### src/rtl/mioc_pkg.sv
// Shared encodings for the ADAM memory/IO controller: map field codes, DRAM states, I/O port decodes.
// Latency: n/a (constants and types only).
// Backpressure: n/a.
package mioc_pkg;

    // Lower map field (0x0000-0x7FFF)
    localparam logic [1:0] LMAP_BOOT = 2'b00;
    localparam logic [1:0] LMAP_RAM  = 2'b01;
    localparam logic [1:0] LMAP_XRAM = 2'b10;
    localparam logic [1:0] LMAP_OS7  = 2'b11;

    // Upper map field (0x8000-0xFFFF)
    localparam logic [1:0] UMAP_RAM  = 2'b00;
    localparam logic [1:0] UMAP_XROM = 2'b01;
    localparam logic [1:0] UMAP_XRAM = 2'b10;
    localparam logic [1:0] UMAP_CART = 2'b11;

    // I/O port decodes on {BA7, BA6}
    localparam logic [1:0] MAP_WR_PORT  = 2'b01;
    localparam logic [1:0] IS3_PORT     = 2'b00;
    localparam logic [1:0] SPIN_OFF_PORT = 2'b10;
    localparam logic [1:0] SPIN_ON_PORT  = 2'b11;

    typedef enum logic [1:0] {
        DRAM_IDLE = 2'b00,
        DRAM_ROW  = 2'b01,
        DRAM_COL  = 2'b10,
        DRAM_PRE  = 2'b11
    } dram_state_e;

endpackage

### src/rtl/mioc_dram_ctl.sv
// DRAM strobe sequencer: IDLE -> ROW -> COL -> PRE for RAM accesses, ROW-only for refresh.
// Latency: RAS one edge after request, MUX/CAS one edge later; strobes decoded from state.
// Backpressure: wait_n low holds the current state; rst forces IDLE.
// Ports: clk, rst (any reset source), bmreq_n/rfsh_n/wait_n strobes, ram_sel from the
//        map decode, ba15/ba7 address bits; outputs ras_n, cas1_n, cas2_n, mux, ra7.
module mioc_dram_ctl
    import mioc_pkg::*;
(
    input  logic clk,
    input  logic rst,
    input  logic bmreq_n,
    input  logic rfsh_n,
    input  logic wait_n,
    input  logic ram_sel,
    input  logic ba15,
    input  logic ba7,
    output logic ras_n,
    output logic cas1_n,
    output logic cas2_n,
    output logic mux,
    output logic ra7
);

    dram_state_e state_q, state_d;
    // Remembers that the cycle in ROW is a refresh, so it never advances to COL.
    logic        rfsh_q, rfsh_d;

    always_ff @(posedge clk) begin
        if (rst) begin
            state_q <= DRAM_IDLE;
            rfsh_q  <= 1'b0;
        end else begin
            state_q <= state_d;
            rfsh_q  <= rfsh_d;
        end
    end

    always_comb begin
        state_d = state_q;
        rfsh_d  = rfsh_q;
        ras_n   = 1'b1;
        cas1_n  = 1'b1;
        cas2_n  = 1'b1;
        mux     = 1'b0;
        case (state_q)
            DRAM_IDLE: begin
                if (!bmreq_n && (ram_sel || !rfsh_n)) begin
                    state_d = DRAM_ROW;
                    rfsh_d  = !rfsh_n;
                end
            end
            DRAM_ROW: begin
                ras_n = 1'b0;
                if (bmreq_n)      state_d = DRAM_PRE;
                else if (!rfsh_q) state_d = DRAM_COL;
            end
            DRAM_COL: begin
                ras_n  = 1'b0;
                mux    = 1'b1;
                cas1_n = ba15;
                cas2_n = !ba15;
                if (bmreq_n) state_d = DRAM_PRE;
            end
            DRAM_PRE: begin
                state_d = DRAM_IDLE;
            end
            default: state_d = DRAM_IDLE;
        endcase
        if (!wait_n) begin
            state_d = state_q;
            rfsh_d  = rfsh_q;
        end
    end

    assign ra7 = mux ? ba15 : ba7;

endmodule

### src/rtl/mioc_asic.sv
// ADAM memory/IO controller: map register, ROM/expansion decode, DRAM sequencing, resets, 6801 handshake.
// Latency: selects combinational; RAS +1 edge, CAS +2 edges; BUSRQ_N +1 edge; resets stretched RST_STRETCH edges.
// Backpressure: WAIT_N low freezes the DRAM sequencer; no other stalls.
// Ports: B_PHI clock, RESET sync active-high; BA*/BD* address/data bits; Z80 strobes (active low);
//        DRAM strobes RAS_N/CAS1_N/CAS2_N/MUX/RA7; decode selects; bus control; reset outputs;
//        SPINDIS_N; IS3_N/OS3_N handshake with the master 6801.
module mioc_asic
    import mioc_pkg::*;
#(
    parameter int RST_STRETCH = 16
) (
    input  logic B_PHI,
    input  logic RESET,
    input  logic BA15, BA14, BA13, BA7, BA6,
    input  logic BD3, BD2, BD1, BD0,
    input  logic N_BWR, BRD_N, BMREQ_N, BRFSH_N, BM1_N, IORQ_N,
    input  logic WAIT_N, BUSAK_N, DMA_N, OS3_N, PBRST_N, N_CVRST,
    output logic RA7,
    output logic RAS_N, CAS1_N, CAS2_N, MUX,
    output logic BOOTROMCS_N, AUXROMCS_N, AUXDECODE1_N, EN245_N,
    output logic ADDRBUFEN_N, BUSRQ_N,
    output logic RST_N, NETRST_N, CPRST_N,
    output logic SPINDIS_N,
    output logic IS3_N
);

    localparam int CW = $clog2(RST_STRETCH + 1);

    // Opcode fetches decode exactly like ordinary reads.
    logic unused_m1;
    assign unused_m1 = BM1_N;

    logic src_pb, src_cv, src_any, src_net, src_cp;
    assign src_pb  = !PBRST_N;
    assign src_cv  = !N_CVRST;
    assign src_any = RESET || src_pb || src_cv;
    assign src_net = RESET || src_pb;
    assign src_cp  = RESET || src_cv;

    // Reset stretchers: reload while a source is active, count down after release.
    function automatic logic [CW-1:0] stretch_next(input logic src, input logic [CW-1:0] cnt);
        if (src)            return CW'(RST_STRETCH);
        else if (cnt != '0) return cnt - CW'(1);
        else                return cnt;
    endfunction

    logic [CW-1:0] rst_cnt_q, rst_cnt_d, net_cnt_q, net_cnt_d, cp_cnt_q, cp_cnt_d;
    logic          rst_n_q, rst_n_d, netrst_n_q, netrst_n_d, cprst_n_q, cprst_n_d;

    always_comb begin
        rst_cnt_d  = stretch_next(src_any, rst_cnt_q);
        net_cnt_d  = stretch_next(src_net, net_cnt_q);
        cp_cnt_d   = stretch_next(src_cp,  cp_cnt_q);
        rst_n_d    = (rst_cnt_d == '0);
        netrst_n_d = (net_cnt_d == '0);
        cprst_n_d  = (cp_cnt_d  == '0);
    end

    // I/O side: map register, spinner disable, IS3 strobe, bus request.
    logic [1:0] io_port;
    logic       io_wr;
    logic [3:0] map_q, map_d;
    logic       spindis_n_q, spindis_n_d, is3_n_q, is3_n_d, busrq_n_q, busrq_n_d;

    assign io_port = {BA7, BA6};
    assign io_wr   = !IORQ_N && !N_BWR;

    always_comb begin
        map_d = map_q;
        if (io_wr && io_port == MAP_WR_PORT) map_d = {BD3, BD2, BD1, BD0};
        spindis_n_d = spindis_n_q;
        if (io_wr && io_port == SPIN_OFF_PORT) spindis_n_d = 1'b0;
        if (io_wr && io_port == SPIN_ON_PORT)  spindis_n_d = 1'b1;
        is3_n_d = is3_n_q;
        if (!IORQ_N && io_port == IS3_PORT) is3_n_d = 1'b0;
        if (!OS3_N)                          is3_n_d = 1'b1;  // acknowledge wins
        busrq_n_d = DMA_N;
    end

    always_ff @(posedge B_PHI) begin
        rst_cnt_q  <= rst_cnt_d;
        net_cnt_q  <= net_cnt_d;
        cp_cnt_q   <= cp_cnt_d;
        rst_n_q    <= rst_n_d;
        netrst_n_q <= netrst_n_d;
        cprst_n_q  <= cprst_n_d;
        if (src_any) begin
            // Cartridge reset boots OS7 + cartridge; it outranks the push-button reset.
            map_q       <= (src_cv && !RESET) ? 4'b1111 : 4'b0000;
            spindis_n_q <= 1'b1;
            is3_n_q     <= 1'b1;
            busrq_n_q   <= 1'b1;
        end else begin
            map_q       <= map_d;
            spindis_n_q <= spindis_n_d;
            is3_n_q     <= is3_n_d;
            busrq_n_q   <= busrq_n_d;
        end
    end

    // Memory decode (combinational).
    logic mem_rd, mem_acc;
    logic boot_sel, xrom_sel, xdec_sel, en245_sel, ram_sel;

    assign mem_rd  = !BMREQ_N && BRFSH_N && !BRD_N;
    assign mem_acc = !BMREQ_N && BRFSH_N && (!BRD_N || !N_BWR);

    always_comb begin
        boot_sel  = 1'b0;
        xrom_sel  = 1'b0;
        xdec_sel  = 1'b0;
        en245_sel = 1'b0;
        ram_sel   = 1'b0;
        if (mem_acc && !src_any) begin
            if (!BA15) begin
                case (map_q[1:0])
                    LMAP_BOOT: boot_sel = mem_rd;
                    LMAP_RAM:  ram_sel  = 1'b1;
                    LMAP_XRAM: xdec_sel = 1'b1;
                    LMAP_OS7: begin
                        // OS7 ROM occupies only the first 8K; RAM fills the rest.
                        if (!BA14 && !BA13) en245_sel = mem_rd;
                        else                ram_sel   = 1'b1;
                    end
                    default: ;
                endcase
            end else begin
                case (map_q[3:2])
                    UMAP_RAM:  ram_sel   = 1'b1;
                    UMAP_XROM: xrom_sel  = mem_rd;
                    UMAP_XRAM: xdec_sel  = 1'b1;
                    UMAP_CART: en245_sel = mem_rd;
                    default: ;
                endcase
            end
        end
    end

    mioc_dram_ctl u_dram (
        .clk     (B_PHI),
        .rst     (src_any),
        .bmreq_n (BMREQ_N),
        .rfsh_n  (BRFSH_N),
        .wait_n  (WAIT_N),
        .ram_sel (ram_sel),
        .ba15    (BA15),
        .ba7     (BA7),
        .ras_n   (RAS_N),
        .cas1_n  (CAS1_N),
        .cas2_n  (CAS2_N),
        .mux     (MUX),
        .ra7     (RA7)
    );

    assign BOOTROMCS_N  = !boot_sel;
    assign AUXROMCS_N   = !xrom_sel;
    assign AUXDECODE1_N = !xdec_sel;
    assign EN245_N      = !en245_sel;
    assign ADDRBUFEN_N  = !BUSAK_N;
    assign BUSRQ_N      = busrq_n_q;
    assign RST_N        = rst_n_q;
    assign NETRST_N     = netrst_n_q;
    assign CPRST_N      = cprst_n_q;
    assign SPINDIS_N    = spindis_n_q;
    assign IS3_N        = is3_n_q;

endmodule

### config.mk
export PLATFORM = sky130hd
export DESIGN_NAME = mioc_asic
export DESIGN_NICKNAME = d
export VERILOG_FILES = /design/src/rtl/mioc_pkg.sv /design/src/rtl/mioc_dram_ctl.sv /design/src/rtl/mioc_asic.sv
export SDC_FILE = /design/constraint.sdc
export NUM_CORES = 1
export LEC_CHECK = 0
export ABC_AREA = 0
export BUFFER_PORTS_ARGS = -buffer_cell sky130_fd_sc_hd__buf_2
export CAP_MARGIN = 20
export CELL_PAD_IN_SITES_DETAIL_PLACEMENT = 1
export CELL_PAD_IN_SITES_GLOBAL_PLACEMENT = 2
export CORE_MARGIN = 1
export CORE_UTILIZATION = 30
export DETAILED_ROUTE_END_ITERATION = 6
export GPL_ROUTABILITY_DRIVEN = 0
export HOLD_SLACK_MARGIN = 0.15
export MAX_ROUTING_LAYER = met4
export PLACE_DENSITY = 0.84
export SKIP_LAST_GASP = 1
export SLEW_MARGIN = 10
export SYNTH_ARGS = -nofsm -noshare
export SYNTH_HDL_FRONTEND = slang
export SYNTH_SLANG_ARGS = --single-unit
export TNS_END_PERCENT = 10
### constraint.sdc
create_clock -name B_PHI -period 2.5 [get_ports B_PHI]
set_input_delay 0.125 -clock B_PHI [delete_from_list [all_inputs] [get_ports B_PHI]]
set_output_delay 0.125 -clock B_PHI [all_outputs]
set_load 0.02 [all_outputs]
---- Word-level counts from Yosys, hierarchy flattened ----
Index checks and enable logic that the tools add are counted.
cells by class
  multiply operators ...................... 0
  magnitude comparators ................... 0
  shift-type cells ........................ 0
  div/mod/pow operators ................... 0
  bitwise operators ....................... 1
  mux-type cells .......................... 39
  add/subtract/negate cells ............... 3
  equal/unequal tests ..................... 15
  reduce and logical (&&, ||, !) cells .... 50
operator list
  cell                                                                      number
  5-bit 2-to-1 mux                                                          6
  1-bit 2-to-1 mux                                                          24
  1-bit zero test                                                           17
  2-bit equality test (second input constant)                               8
  5-bit zero test                                                           3
  5-bit nonzero test                                                        3
  5-bit by 1-bit subtractor with 5-bit output (second input constant)       3
  1-bit logical AND                                                         12
  4-bit 2-to-1 mux                                                          3
  2-bit by 1-bit equality test with 1-bit output (second input constant)    4
  2-bit zero test                                                           4
  2-bit 2-to-1 mux                                                          4
  2-bit one-hot mux with 4 select lines                                     1
  2-bit OR reduction                                                        3
  1-bit logical OR                                                          5
  4-bit AND reduction                                                       1
  3-bit inequality test (second input constant)                             1
  3-bit AND reduction                                                       1
  2-bit by 1-bit inequality test with 1-bit output (second input constant)  1
  2-bit inequality test (second input constant)                             1
  1-bit one-hot mux with 2 select lines                                     1
  2-bit nonzero test                                                        1
  1-bit NOT                                                                 1
word-level totals
  logic and storage cells ................. 120
  memories ................................ 0
  input bits .............................. 23
  memory bits (writable) .................. 0
  flip-flop bits (word level) ............. 28
  latch bits .............................. 0
  output and inout bits ................... 16
  ROM bits ................................ 0

---- Longest topological paths before layout ----
  word-level depth ........................ 10
  mapped depth ............................ 6

---- Hierarchy ----
A second synthesis with hierarchy kept.
unflattened totals
  cells, all modules ...................... 157
  area total of the unflattened synthesis .. 1428.9 µm²
modules (own cells, without submodules)
  module         instances  sequential area each (µm²)  area an instance (µm²)  cells each
  mioc_asic      1          540.5                       1197.4                  129
  mioc_dram_ctl  1          60.1                        231.5                   28

---- Least setup slack after synthesis ----
Ideal clock, no wire load.
  path kind ............................... flip-flop to flip-flop
  start point ............................. register u_dram.state_q[0]
  end point ............................... register u_dram.state_q[0]
  library setup time ...................... 0.086 ns
  setup slack ............................. 0.621 ns
  data required time ...................... 2.414 ns
  clock period less this slack ............ 1.879 ns
  data arrival time ....................... 1.793 ns
  cell stages (with the launch flop) ...... 7
  path buffers ............................ 0
  cell sequence ........................... dfxtp_1 -> inv_1 -> ha_1 -> a211oi_1 -> o21ai_0 -> or4_1 -> a221oi_2
between the ends
  word-level cells in the longest chain between the ends .. 3
ends and longest elaborated chain
  element                                                                 line                 RTL
  start: declaration                                                      mioc_dram_ctl.sv:24  dram_state_e state_q, state_d;
  start signal: assignment                                                mioc_dram_ctl.sv:33  state_q <= state_d;
  2-bit by 1-bit equality test with 1-bit output (tied with other cells)  mioc_dram_ctl.sv:45  case (state_q)
  3-bit inequality test (no source line) (tied with other cells)          -
  4-bit AND reduction (no source line)                                    -
Parallel ways exist; a longest one is shown, timed or not.
A chain may end at the register's enable or synchronous reset.

---- Worst setup path in the final report ----
Same ends and word-level chain as after synthesis.

==> metrics.cfg <==
[synthesis]
ys_seq_elements = 28
yosysUniqueCellTypes = 37
synth_area_mm2 = 0.00144
synth_seq_area_share_pct = 41.6
synth.net_count = 195
yosys_warnings = 0
syn_avg_cell_area_um2 = 8.75
syn_inst = 165

[route]
drt-total-wl_mm = 3.31
first_pass_iters = 6
vias = 1284
vias_per_cell = 4.90
drt_iter0_markers = 45
ant_nets = 0
drcViolationCount = 5
wl_per_cell_um = 12.6

[floorplanning]
pin_count = 39
die_w_um = 71.4
fp-row-count = 24
core_mm2 = 0.00447
die-area_mm2 = 0.00509
die_h_um = 71.4
start_util_pct = 32.3

[timing]
finalHoldViolations = 0
setup_violations = 0
post-route-period-util_pct = 79.2
rsz0062_at_grt = false
tightest_slew_ns = 0.415
finalMaxSlewViolations = 0
worst_clock_skew_ns = 0.0118
min_period_ns = 1.98
finalWorstSetupSlack_ns = 0.521
fmax_mhz = 505
slew_headroom_pct = 72.1
tns_ns = 0

[power_and_ir_drop]
power_mw = 0.981
max-vdd-ir-drop_mv = 0.213
cellPowerDensity_mw_per_mm2 = 544
power.leakage_nw = 0.730

[clock_network]
cts_resized = 0
cts_tree = yes
htree_levels = 1
clock_path_buffers = 2
cts_root_buf = clkbuf_8
post_cts_buffers = 0
clk_pin_slew_ns = 0.10
cts_buffers = 3
cts_sinks = 28
holdBufCountCts = 4
clk-insertion-delay-late_ns = 0.28

[cells_and_area]
fill_cells = 552
layout.cells.most_common = buf_2
drive_gt1_share_pct = 21.9
fin_area_mm2 = 0.00180
nets = 241
area_growth_pct = 25.0
final_cell_mix = buf_2, dfxtp_1, nand2_1, inv_1, nor2_1
diodes = 0

[critical_path]
critPathBufInv = 1
crit_family = compound AO/OA/AOI/OAI gates
cp-end-kind = flop
critical_path.cell_chain = inv_1, ha_1, a211oi_1, o21ai_0, or4_1, a221oi_2
slowest_stage = or4_1
cp_max_fo = 5
crit_type = reg2reg
worst_setup_path_start_kind = flop
cp_slowest_stage_delay_ns = 0.56
arrival_ns = 2.19
crit_required_ns = 2.71

[global_route]
antenna_found_initial = 0
grt_use_total_pct = 14.6
grt_pass1_wl_mm = 5.72
grt_max_degree = 17
grt_pass1_vias = 1291
overflow = 0

[placement]
placedInstanceArea_mm2 = 0.00170
hpwlAfterDp_mm = 2.66
portBuffers = 37
dp_slack_ns = 0.521

[run]
max_cap_viol_count = 0

[worst_hold_path]
min_path_type = in2reg

[status]
failed_checks = design-rule violations
status = finished with violations

==> per-stage QoR <==
| step | hold slack (ns) | instances | utilization (%) |
|---|---|---|---|
| after floorplan | 0.197 | 165 | - |
| after global placement | 0.305 | 254 | 37.9 |
| after detailed placement | 0.311 | 254 | 37.9 |
| after CTS | 0.187 | 262 | 40.3 |
| after global routing | 0.198 | 262 | 40.3 |
| final | 0.187 | 262 | 40.3 |
==> Yosys cell counts <==
cell type	instances	area, um2
dfxtp_1	24	480
nand2_1	18	67.6
inv_1	13	48.8
nor2_1	12	45.0
a21oi_1	10	50.1
nand2b_1	10	62.6
nor3_1	8	40.0
ha_1	7	87.6
o21ai_0	7	35.0
xnor2_1	7	61.3
a211oi_1	6	45.0
nor2b_1	6	37.5
edfxtp_1	4	120
nor4_1	4	25.0
nand4b_1	3	26.3
or4b_1	3	30.0
nand3_1	2	10.0
nand3b_1	2	15.0
a221oi_2	1	15.0
a31o_2	1	8.76
a31oi_1	1	6.26
and2_0	1	6.26
and3_1	1	6.26
and3b_1	1	8.76
buf_4	1	7.51
clkbuf_1	1	3.75
nor3b_2	1	12.5
o211ai_1	1	7.51
o311a_1	1	10.0
o31ai_1	1	7.51
o32ai_1	1	8.76
o41ai_1	1	8.76
or2b_1	1	7.51
or3_1	1	6.26
or3b_1	1	8.76
or4_1	1	7.51
xor2_1	1	8.76
==> power by group <==
group	leakage, nW	internal (mW)	switching [mW]
combinational	0.456	0.0754	0.0809
sequential	0.240	0.483	0.0257
clock	0.0339	0.175	0.142
==> sequential cells by signal, summed over array words and instances (netlist names) <==
register and count:
cp_cnt_q 5, rst_cnt_q 5, u_dram.rfsh_q 1, NETRST_N 1
IS3_N 1, RST_N 1, SPINDIS_N 1, map_q 4
CPRST_N 1, net_cnt_q 5, BUSRQ_N 1, u_dram.state_q 2
==> final cells by class <==
| cell class | count | area (um2) | area share, % |
|---|---|---|---|
| Multi-Input combinational cell | 122 | 783 | 43.4 |
| Sequential cell | 28 | 601 | 33.3 |
| Timing Repair Buffer | 43 | 240 | 13.3 |
| Clock buffer | 4 | 66.3 | 3.68 |
| Tap cell | 52 | 65.1 | 3.61 |
| Inverter | 13 | 48.8 | 2.70 |
==> path summary, 6_finish.rpt <==
path	cells past startpoint	startpoint	endpoint	slack [ns]
setup reg to reg	6	u_dram.state_q[0]$_SDFFE_PN0P_	u_dram.state_q[0]$_SDFFE_PN0P_	0.52
hold reg to reg	2	rst_cnt_q[4]$_DFF_P_	rst_cnt_q[4]$_DFF_P_	0.49
setup / recovery	6	u_dram.state_q[0]$_SDFFE_PN0P_	u_dram.state_q[0]$_SDFFE_PN0P_	0.52
hold / removal	3	RESET	net_cnt_q[4]$_DFF_P_	0.19
==> worst min-delay path: cells and delay by family <==
| kind | cells | cell delay, ns |
|---|---|---|
| buffers and inverters | 1 | 0.16 |
| and+or+nand+nor | 2 | 0.16 |
==> metal layers <==
metal | global-route usage, % | vias to the layer above | share of wire (%) | routed length, um
met5 | - | - | 0 | 0
met4 | 5.78 | 0 | 1.5 | 51
met3 | 3.09 | 5 | 4.5 | 149
met2 | 21.7 | 29 | 42 | 1380
met1 | 19.3 | 579 | 52 | 1720
li1 | - | 671 | - | -
==> logic make-up after synthesis <==
family | Yosys count | synth area share, %
AO/OA/AOI/OAI | 31 | 14.0
XOR/XNOR | 8 | 4.85
adder cells (fa/ha/maj) | 7 | 6.07
buffers and inverters | 15 | 4.16
flip-flops | 28 | 41.6
AND/OR/NAND/NOR | 76 | 29.3
Note: power is estimated with default switching activity, not from simulation.
